**config.mk**
```make
export PLATFORM = sky130hd
export DESIGN_NAME = stage_mem
export DESIGN_NICKNAME = d
export VERILOG_FILES = /design/src/rtl/stage_mem_pkg.sv /design/src/rtl/mem_align.sv /design/src/rtl/stage_mem.sv
export SDC_FILE = /design/constraint.sdc
export NUM_CORES = 1
export LEC_CHECK = 0
export ABC_AREA = 1
export CAP_MARGIN = 10
export CORE_AREA = 2 2 199 201
export CTS_BUF_LIST = sky130_fd_sc_hd__clkbuf_16
export CTS_CLUSTER_SIZE = 30
export DETAILED_ROUTE_END_ITERATION = 10
export DIE_AREA = 0 0 201 203
export PLACE_DENSITY = 0.63
export SLEW_MARGIN = 40
export SYNTH_ARGS = -nofsm -noshare
export SYNTH_HDL_FRONTEND = slang
export SYNTH_SLANG_ARGS = --single-unit
export TNS_END_PERCENT = 1
```
**constraint.sdc**
```tcl
create_clock -name clk_i -period 1.95 [get_ports clk_i]
set_clock_uncertainty 0.05 [all_clocks]
set_input_delay 0.195 -clock clk_i [delete_from_list [all_inputs] [get_ports clk_i]]
set_output_delay 0.195 -clock clk_i [all_outputs]
set_load 0.02 [all_outputs]
```
**src/rtl/stage_mem_pkg.sv**
```systemverilog
// Shared definitions for the memory-access stage: opcodes, funct3 width codes,
// FSM encoding and trap cause codes consumed later by write-back.
package stage_mem_pkg;

  localparam logic [6:0] OPC_OP     = 7'b0110011;
  localparam logic [6:0] OPC_OPI    = 7'b0010011;
  localparam logic [6:0] OPC_LOAD   = 7'b0000011;
  localparam logic [6:0] OPC_STORE  = 7'b0100011;
  localparam logic [6:0] OPC_SYSTEM = 7'b1110011;
  localparam logic [6:0] OPC_JAL    = 7'b1101111;
  localparam logic [6:0] OPC_JALR   = 7'b1100111;

  localparam logic [2:0] F3_B  = 3'b000;
  localparam logic [2:0] F3_H  = 3'b001;
  localparam logic [2:0] F3_W  = 3'b010;
  localparam logic [2:0] F3_BU = 3'b100;
  localparam logic [2:0] F3_HU = 3'b101;

  typedef enum logic [1:0] {
    ST_IDLE  = 2'd0,
    ST_BUS   = 2'd1,
    ST_DRAIN = 2'd2
  } state_t;

  localparam logic [3:0] CAUSE_INST_MIS = 4'd0;
  localparam logic [3:0] CAUSE_ILLEGAL  = 4'd2;
  localparam logic [3:0] CAUSE_LD_MIS   = 4'd4;
  localparam logic [3:0] CAUSE_LD_FAULT = 4'd5;
  localparam logic [3:0] CAUSE_ST_MIS   = 4'd6;
  localparam logic [3:0] CAUSE_ST_FAULT = 4'd7;

  function automatic logic f3_legal(input logic is_store, input logic [2:0] f3);
    if (is_store) return (f3 == F3_B) || (f3 == F3_H) || (f3 == F3_W);
    return (f3 == F3_B) || (f3 == F3_H) || (f3 == F3_W) || (f3 == F3_BU) || (f3 == F3_HU);
  endfunction

endpackage

```
**src/rtl/mem_align.sv**
```systemverilog
// Byte-lane logic: request side builds sel/lane data/misaligned flag, response
// side extracts and extends the addressed load field.
module mem_align
  import stage_mem_pkg::*;
(
  input  logic [1:0]  addr_lo,
  input  logic [2:0]  funct3,
  input  logic [31:0] st_data,
  input  logic [1:0]  rsp_addr_lo,
  input  logic [2:0]  rsp_funct3,
  input  logic [31:0] rsp_data,
  output logic [3:0]  sel,
  output logic [31:0] lane_data,
  output logic        misaligned,
  output logic [31:0] load_data
);

  logic [31:0] shifted;

  always_comb begin
    sel        = 4'b1111;
    lane_data  = st_data;
    misaligned = 1'b0;
    case (funct3[1:0])
      2'b00: begin
        sel       = 4'b0001 << addr_lo;
        lane_data = {4{st_data[7:0]}};
      end
      2'b01: begin
        sel        = addr_lo[1] ? 4'b1100 : 4'b0011;
        lane_data  = {2{st_data[15:0]}};
        misaligned = addr_lo[0];
      end
      default: misaligned = |addr_lo;
    endcase
  end

  assign shifted = rsp_data >> {rsp_addr_lo, 3'b000};

  always_comb begin
    case (rsp_funct3)
      F3_B:    load_data = {{24{shifted[7]}}, shifted[7:0]};
      F3_H:    load_data = {{16{shifted[15]}}, shifted[15:0]};
      F3_BU:   load_data = {24'h0, shifted[7:0]};
      F3_HU:   load_data = {16'h0, shifted[15:0]};
      default: load_data = shifted;
    endcase
  end

endmodule

```
**src/rtl/stage_mem.sv**
```systemverilog
// Memory-access stage: registers the EX bundle and runs one Wishbone-classic
// data cycle for loads/stores, presenting a single-cycle valid bundle to WB.
module stage_mem
  import stage_mem_pkg::*;
#(
  parameter int unsigned TIMEOUT_CYC = 255
) (
  input  logic        clk_i,
  input  logic        rst_i,
  input  logic        valid_i,
  input  logic        flush_i,
  input  logic [31:0] pc_i,
  input  logic [31:0] instruction_i,
  input  logic [2:0]  funct3_i,
  input  logic [4:0]  rs1_i,
  input  logic [31:0] alu_d_i,
  input  logic [31:0] st_d_i,
  input  logic [11:0] csr_addr_i,
  input  logic [31:0] csr_data_i,
  input  logic        e_illegal_inst_i,
  input  logic        e_inst_addr_mis_i,
  output logic        stall_o,
  output logic        valid_o,
  output logic [31:0] pc_o,
  output logic [31:0] instruction_o,
  output logic [2:0]  funct3_o,
  output logic [4:0]  rs1_o,
  output logic [31:0] alu_d_o,
  output logic [11:0] csr_addr_o,
  output logic [31:0] csr_data_o,
  output logic [31:0] mem_d_o,
  output logic [31:0] mem_addr_o,
  output logic        e_illegal_inst_o,
  output logic        e_inst_addr_mis_o,
  output logic        e_ld_addr_mis_o,
  output logic        e_st_addr_mis_o,
  output logic        e_ld_fault_o,
  output logic        e_st_fault_o,
  output logic [31:0] dwbm_addr_o,
  output logic [31:0] dwbm_dat_o,
  output logic [3:0]  dwbm_sel_o,
  output logic        dwbm_we_o,
  output logic        dwbm_cyc_o,
  output logic        dwbm_stb_o,
  input  logic [31:0] dwbm_dat_i,
  input  logic        dwbm_ack_i,
  input  logic        dwbm_err_i,
  output logic [1:0]  state_o
);

  localparam logic [7:0] TO_LAST = (TIMEOUT_CYC == 0) ? 8'd0 : 8'(TIMEOUT_CYC - 1);

  state_t      state, state_nx;
  logic [7:0]  to_cnt;
  logic        is_ld, is_st, is_mem, up_err, f3_bad, mis, go_bus, ok_mem;
  logic        to_hit, bus_end, bus_fault, accept, deliver;
  logic [3:0]  al_sel;
  logic [31:0] al_dat, ld_ext;

  logic        valid_q, cyc_q, we_q;
  logic [31:0] pc_q, instr_q, alu_q, csr_data_q, mem_d_q, addr_q, dat_q;
  logic [2:0]  funct3_q;
  logic [4:0]  rs1_q;
  logic [11:0] csr_addr_q;
  logic [3:0]  sel_q;
  logic        e_ill_q, e_imis_q, e_lmis_q, e_smis_q, e_lflt_q, e_sflt_q;

  assign is_ld  = instruction_i[6:0] == OPC_LOAD;
  assign is_st  = instruction_i[6:0] == OPC_STORE;
  assign is_mem = is_ld || is_st;
  assign up_err = e_illegal_inst_i || e_inst_addr_mis_i;
  // An upstream trap takes precedence: such a bundle is never decoded further.
  assign f3_bad = is_mem && !up_err && !f3_legal(is_st, funct3_i);
  assign ok_mem = is_mem && !up_err && !f3_bad;
  assign go_bus = ok_mem && !mis;

  assign to_hit    = (TIMEOUT_CYC != 0) && (to_cnt == TO_LAST);
  assign bus_end   = dwbm_ack_i || dwbm_err_i || to_hit;
  assign bus_fault = dwbm_err_i || (to_hit && !dwbm_ack_i);

  mem_align u_align (
    .addr_lo     (alu_d_i[1:0]),
    .funct3      (funct3_i),
    .st_data     (st_d_i),
    .rsp_addr_lo (alu_q[1:0]),
    .rsp_funct3  (funct3_q),
    .rsp_data    (dwbm_dat_i),
    .sel         (al_sel),
    .lane_data   (al_dat),
    .misaligned  (mis),
    .load_data   (ld_ext)
  );

  always_ff @(posedge clk_i or negedge rst_i) begin
    if (!rst_i) begin
      state  <= ST_IDLE;
      to_cnt <= '0;
    end else begin
      state <= state_nx;
      if (state == ST_IDLE || state_nx == ST_IDLE) to_cnt <= '0;
      else if (to_cnt != 8'hFF)                    to_cnt <= to_cnt + 8'd1;
    end
  end

  // A flushed bus cycle cannot be aborted; DRAIN waits it out and discards it.
  always_comb begin
    state_nx = state;
    accept   = 1'b0;
    deliver  = 1'b0;
    case (state)
      ST_IDLE: begin
        if (valid_i && !flush_i) begin
          accept = 1'b1;
          if (go_bus) state_nx = ST_BUS;
        end
      end
      ST_BUS: begin
        if (bus_end) begin
          state_nx = ST_IDLE;
          deliver  = !flush_i;
        end else if (flush_i) begin
          state_nx = ST_DRAIN;
        end
      end
      ST_DRAIN: begin
        if (bus_end) state_nx = ST_IDLE;
      end
      default: state_nx = ST_IDLE;
    endcase
  end

  always_ff @(posedge clk_i or negedge rst_i) begin
    if (!rst_i) begin
      valid_q    <= 1'b0;
      cyc_q      <= 1'b0;
      we_q       <= 1'b0;
      sel_q      <= '0;
      addr_q     <= '0;
      dat_q      <= '0;
      pc_q       <= '0;
      instr_q    <= '0;
      funct3_q   <= '0;
      rs1_q      <= '0;
      alu_q      <= '0;
      csr_addr_q <= '0;
      csr_data_q <= '0;
      mem_d_q    <= '0;
      e_ill_q    <= 1'b0;
      e_imis_q   <= 1'b0;
      e_lmis_q   <= 1'b0;
      e_smis_q   <= 1'b0;
      e_lflt_q   <= 1'b0;
      e_sflt_q   <= 1'b0;
    end else begin
      valid_q <= (accept && !go_bus) || deliver;
      if (accept) begin
        pc_q       <= pc_i;
        instr_q    <= instruction_i;
        funct3_q   <= funct3_i;
        rs1_q      <= rs1_i;
        alu_q      <= alu_d_i;
        csr_addr_q <= csr_addr_i;
        csr_data_q <= csr_data_i;
        mem_d_q    <= '0;
        e_ill_q    <= e_illegal_inst_i || f3_bad;
        e_imis_q   <= e_inst_addr_mis_i;
        e_lmis_q   <= ok_mem && is_ld && mis;
        e_smis_q   <= ok_mem && is_st && mis;
        e_lflt_q   <= 1'b0;
        e_sflt_q   <= 1'b0;
        if (go_bus) begin
          cyc_q  <= 1'b1;
          we_q   <= is_st;
          sel_q  <= al_sel;
          addr_q <= {alu_d_i[31:2], 2'b00};
          dat_q  <= al_dat;
        end
      end
      if (state != ST_IDLE && bus_end) cyc_q <= 1'b0;
      if (deliver) begin
        mem_d_q  <= (!bus_fault && !we_q) ? ld_ext : '0;
        e_lflt_q <= bus_fault && !we_q;
        e_sflt_q <= bus_fault && we_q;
      end
    end
  end

  assign stall_o           = state != ST_IDLE;
  assign state_o           = state;
  assign valid_o           = valid_q;
  assign pc_o              = pc_q;
  assign instruction_o     = instr_q;
  assign funct3_o          = funct3_q;
  assign rs1_o             = rs1_q;
  assign alu_d_o           = alu_q;
  assign csr_addr_o        = csr_addr_q;
  assign csr_data_o        = csr_data_q;
  assign mem_d_o           = mem_d_q;
  assign mem_addr_o        = alu_q;
  assign e_illegal_inst_o  = valid_q && e_ill_q;
  assign e_inst_addr_mis_o = valid_q && e_imis_q;
  assign e_ld_addr_mis_o   = valid_q && e_lmis_q;
  assign e_st_addr_mis_o   = valid_q && e_smis_q;
  assign e_ld_fault_o      = valid_q && e_lflt_q;
  assign e_st_fault_o      = valid_q && e_sflt_q;
  assign dwbm_addr_o       = addr_q;
  assign dwbm_dat_o        = dat_q;
  assign dwbm_sel_o        = sel_q;
  assign dwbm_we_o         = we_q;
  assign dwbm_cyc_o        = cyc_q;
  assign dwbm_stb_o        = cyc_q;

endmodule
```
==> results.cfg, run 1 <==
[synthesis]
synth_xor_area_frac = 0.002203
syn_inst = 1475
synthAdderAreaFrac = 0.002098
synth_top_family_by_area = simple AND/OR/NAND/NOR gates
yosysMostFrequentCell = nand2_1
synth_edf_count = 0
yosysUniqueCellTypes = 32
yosysWarnings = 0
post-synth-top-area-cell = dfrtp_1
synth_area_per_cell_um2 = 8.087
async_flop_share = 1.000
ys_seq_area_frac = 0.5560
synth-main-ff-cell = dfrtp_1
muxShareOfSynthArea = 0
synth_top_area_share = 0.5560
synth_compound_area_frac = 0.03147
synth_area_um2 = 11930
synth_area_leaders = dfrtp_1 56%, nand2_1 24%, nand3_1 5.8%
ys_top_cells_by_count = 771 x nand2_1, 265 x dfrtp_1, 138 x nand3_1
synthSimpleGateAreaFrac = 0.3349
synth_seq_cells = 265

[sta]
grt_setup_unrepaired = no
fin_tns_setup_ns = 0
clock.fmax_mhz = 529.5
hold_viol_final = 0
fin_crit_ns = 1.888
setup_viol_count_final = 0
relSlewSlack = 0.6492
worstMarginPinSlew_ns = 0.5256
drv_slew = 0
fin_crit_sh = 0.9684

[global_route]
grt.busiest_layer = met2
gr-total-overflow = 0
met3_usage = 0.05554
grt_pass1_wl_mm = 66.53
grt_pass1_vias = 11480
gr-usage-met2 = 0.3449
grt_max_degree = 65
antenna_found_initial = 1
grt_use_total = 0.2062
grt_use_met1 = 0.2620

[floorplan]
fp.dieH_um = 203
core_area_um2 = 38470
start_util = 0.3101
die_w_um = 201
num_rows = 72
ios = 513
die_area_um2 = 40800

[critical_path]
r2r_slack_ns = 0.17
start_kind = flop
arrival_ns = 1.64
crit_buf_inv = 1
slowest_delay_ns = 0.64
r2r_start = to_cnt[0]
cp.required_ns = 1.70
crit_family = buffers and inverters
worstSetupPathType = flop to primary output
crit_chain = clkdlybuf4s50_1
crit_path_end_kind = primary output
crit_start = alu_d_o[25]
slowest_stage = clkdlybuf4s50_1
worstPathMaxFanout = 3

[power_and_ir_drop]
leakage_nw = 9.267
seq_power_share = 0.420
switching_share = 0.3001
switchingPower_mw = 4.430
clockPowerShare = 0.346
comb_power_share = 0.234
p_per_area_nw_per_um2 = 794.7
vdd_drop_max_mv = 0.6025
internal-power_mw = 10.33

[final_layout]
seq_area_um2 = 6633
final_nets = 2180
fillCellCount = 3702
multiInputGateArea_um2 = 4453
stdcell_count = 2495
syn_to_final_growth_pct = 55.72
drive_gt1_frac = 0.06528

[cts]
clkTransAtPathRegs_ns = 0.06
insertion_delay_ns = 0.56
cts_setup_buffers = 0
cts_max_path_buffers = 3
cts_tree = yes
htreeDepth = 1
cts_buffers = 31
cts_sinks = 265
cts-root-buf = clkbuf_16

[route]
detail-route-antenna-nets = 0
drtPass1Iterations = 5
post_drt_wl_per_cell_um = 17.33
vias = 11490
viasPerCell = 4.605
finalWirelength_mm = 43.23
drtIter0Drc = 690
drc = 0

[place]
place_hpwl_mm = 32.04
io_buffers = 510
post-place-cells = 2442
globalplace.congestion = 0.8552

[min_path]
hp-start = pc_i[21]
hold_class = input pin to flop

[status]
run_status = finished clean

[job]
drv_cap = 0
==> placed cells by master, fill, tap and decap left out, types with 8 or more instances in the layout <==
cell type,n
dfrtp_1,264
clkbuf_16,31
clkdlybuf4s50_1,485
nand3_2,13
nor2_1,29
inv_1,49
nand2_1,771
o21ai_0,42
dlymetal6s2s_1,8
buf_12,20
a21oi_1,17
nand3_1,137
buf_4,37
dlygate4sd2_1,16
==> power by group through the flow <==
stage	clock, mW	sequential (mW)	combinational [mW]
after floorplan	0	6.74	1.11
after CTS	5.26	6.20	3.48
after detailed placement	0	6.29	3.49
after global routing	5.49	6.25	3.70
after global placement	0	6.28	3.47
final	5.11	6.20	3.45
==> cell families after synthesis <==
family	after synthesis
DFF	265
and+or+nand+nor	969
AOI/OAI and AO/OA	71
xor gates and xnor gates	3
buffers and inverters	164
other	1
adders and majority gates	2
==> per-stage QoR <==
stage | setup WS (ns) | utilization | power, mW | instance area, um^2 | hold slack [ns]
floorplan | 0.2849 | - | 7.849 | 11930 | -0.1506
global placement | -0.03378 | 0.4597 | 9.748 | 17680 | 0.1334
detailed placement | -0.1078 | 0.4597 | 9.777 | 17680 | 0.1386
CTS | 0.002196 | 0.4820 | 14.95 | 18540 | 0.08510
global route | 0.009942 | 0.4828 | 15.45 | 18570 | 0.1064
finish | 0.06155 | 0.4829 | 14.76 | 18570 | 0.1123
==> per-layer routing <==
layer  wire (um)  vias up
met2       20710      430
met5           0        -
li1            -     5522
met4        1220        0
met1       17950     5464
met3        3355       73
==> worst paths after layout <==
path                                    to  depth (start not counted)
max in group asynchronous  dwbm_addr_o[30]                          3
hold reg to reg              csr_data_o[6]                          2
min in group asynchronous         pc_o[11]                          2
setup reg to reg               mem_d_o[17]                         11
hold / removal                    pc_o[21]                          3
setup / recovery            mem_addr_o[25]                          1
==> state kept, by name (all words and copies together) (netlist names), 5 cells and up <==
register,cells
alu_d_o,32
csr_data_o,32
dwbm_dat_o,32
instruction_o,32
mem_d_o,32
pc_o,32
dwbm_addr_o,30
csr_addr_o,12
to_cnt,8
rs1_o,5
==> worst register-to-register path, delay by kind of cell (launching register included) <==
kind / cells / cell delay (ns)
fa+ha+maj: 1 / 0.15
flops: 1 / 0.39
simple gates: 7 / 0.80
buf+inv: 3 / 0.34
==> repair_timing <==
action,4_1_cts,5_1_grt
hold endpoints to repair,217,0
hold buffers,1,0
endpoints found under the setup margin,17,11
gates resized for setup,17,10
==> final cells by class <==
class	instances	share of cell area
multi-input cells	1047	0.2397
repair buffers	568	0.3122
clock inverters	20	0.004850
inverters	45	0.009363
well taps	518	0.03489
diodes	1	0.0001347
clock buffers	31	0.04176
flip-flops and latches	265	0.3571
Note: power is estimated with default switching activity, not from simulation.
==> inputs of run 2 (changes only) <==
- PLACE_DENSITY: 0.63 -> 0.64
==> run 2 against run 1 <==
Against the previous run:
- sequential share of layout area is 0.17 points lower
- clock power is 13% higher
- first-iteration DRC count is 8.7% higher
- die area stayed put
- fmax is 0.39% lower
- routed wire length is 0.41% lower
- design area is 0.49% higher
- critical endpoint is now mem_addr_o[2]
==> results.cfg, run 2 (synthesized netlist as in run 1, its figures left out) <==
[cts]
htreeDepth = 2
insertion_delay_ns = 0.52
cts_sinks = 265
cts_tree = yes
cts-root-buf = clkbuf_16
cts_buffers = 34
clkTransAtPathRegs_ns = 0.06
cts_max_path_buffers = 3

[critical_path]
worstPathMaxFanout = 3
slowest_delay_ns = 0.72
slowest_stage = clkdlybuf4s50_1
arrival_ns = 1.65
crit_chain = clkdlybuf4s50_1
cp.required_ns = 1.70
crit_family = buffers and inverters
start_kind = flop
r2r_slack_ns = 0.11
crit_buf_inv = 1
worstSetupPathType = flop to primary output
crit_path_end_kind = primary output

[final_layout]
fillCellCount = 3693
stdcell_count = 2502
syn_to_final_growth_pct = 56.49
drive_gt1_frac = 0.06556
final_common_cell = nand2_1
final_cell_mix = 771 x nand2_1, 496 x clkdlybuf4s50_1, 263 x dfrtp_1, 138 x nand3_1, 51 x inv_1
final_nets = 2182

[sta]
holdWs_ns = 0.07023
worstMarginPinSlew_ns = 0.5220
clock.fmax_mhz = 527.5
fin_crit_ns = 1.896
grt_setup_unrepaired = no
fin_tns_setup_ns = 0
drv_slew = 0
hold_viol_final = 0
fin_crit_sh = 0.9722
setup_viol_count_final = 0
worst_slack_ns = 0.05425
relSlewSlack = 0.6520

[floorplan]
fp.dieH_um = 203
num_rows = 72
ios = 513
die_w_um = 201
die_area_um2 = 40800
start_util = 0.3101
core_area_um2 = 38470

[global_route]
gr-total-overflow = 0
grt_pass1_vias = 11650
antenna_found_initial = 1
grt_max_degree = 74
grt_use_total = 0.2071
grt_pass1_wl_mm = 66.56

[route]
drc = 0
viasPerCell = 4.580
finalWirelength_mm = 43.06
drtPass1Iterations = 7
vias = 11460
post_drt_wl_per_cell_um = 17.21
detail-route-antenna-nets = 0
drtIter0Drc = 750

[place]
place_hpwl_mm = 31.60
io_buffers = 510
pre_cts_ws_ns = -0.1037
globalplace.congestion = 0.8944
post-place-cells = 2438

[power_and_ir_drop]
p_total_mw = 15.37
p_per_area_nw_per_um2 = 823.4
leakage_nw = 9.215
vdd_drop_max_mv = 0.6024

[status]
run_status = finished clean

[min_path]
hold_class = input pin to async pin

[job]
drv_cap = 0
[run 2: changes by cell type in the layout (fill, tap and decap cells not counted), moves of 2 or more]
cell and delta:
dlymetal6s2s_1 -8, dlygate4sd2_1 -3, clkbuf_16 +6, clkinv_2 -4
buf_12 -5, clkinv_1 +3, clkdlybuf4s50_1 +11, inv_1 +2
[run 2: repair_timing]
item                                   CTS  global route
setup endpoints to repair               14             1
pin swaps                                0             1
hold buffers                             1             0
gates cloned                             0             2
buffers inserted                         0             1
gates resized for setup                 16             0
endpoints found under the hold margin  265             0
[run 2: layout make-up]
cell class                 count  area [um^2]  share of cell area
antenna                        1        2.502           0.0001341
clock buffer                  35        875.8             0.04692
clock inverter                24        135.1            0.007240
inverter                      45        173.9            0.009318
multi-input combinational   1047         4446              0.2382
sequential                   265         6634              0.3554
tap                          518        648.1             0.03472
timing repair buffer         567         5751              0.3081
[run 2: stage by stage]
stage	utilization	area, um^2
4_1_cts	0.4836	18600
6_report	0.4852	18670
5_1_grt	0.4852	18670
2_1_floorplan	-	11930
3_5_place_dp	0.4573	17590
3_3_place_gp	0.4573	17590
[run 2: routing by layer]
metal	vias up	track usage	share of wire
li1	5526	-	-
met1	5406	0.2586	0.41
met3	80	0.05072	0.070
met4	0	0.08016	0.031
met2	447	0.3463	0.48
met5	-	0	0
[run 2: report_power, final]
part	switching, mW	internal, mW	leakage (nW)
clock	2.38	3.37	0.528
sequential	0.285	5.91	3.46
combinational	1.84	1.58	5.23
[run 2: worst paths after layout]
kind,start,endpoint,depth (start not counted)
min,rst_i,pc_o[10],2
max reg2reg,alu_d_o[0],mem_d_o[24],6
min reg2reg,instruction_o[24],instruction_o[24],2
max,alu_d_o[2],mem_addr_o[2],1
max in group asynchronous,rst_i,to_cnt[7],3
min in group clk_i,pc_i[25],pc_o[25],3
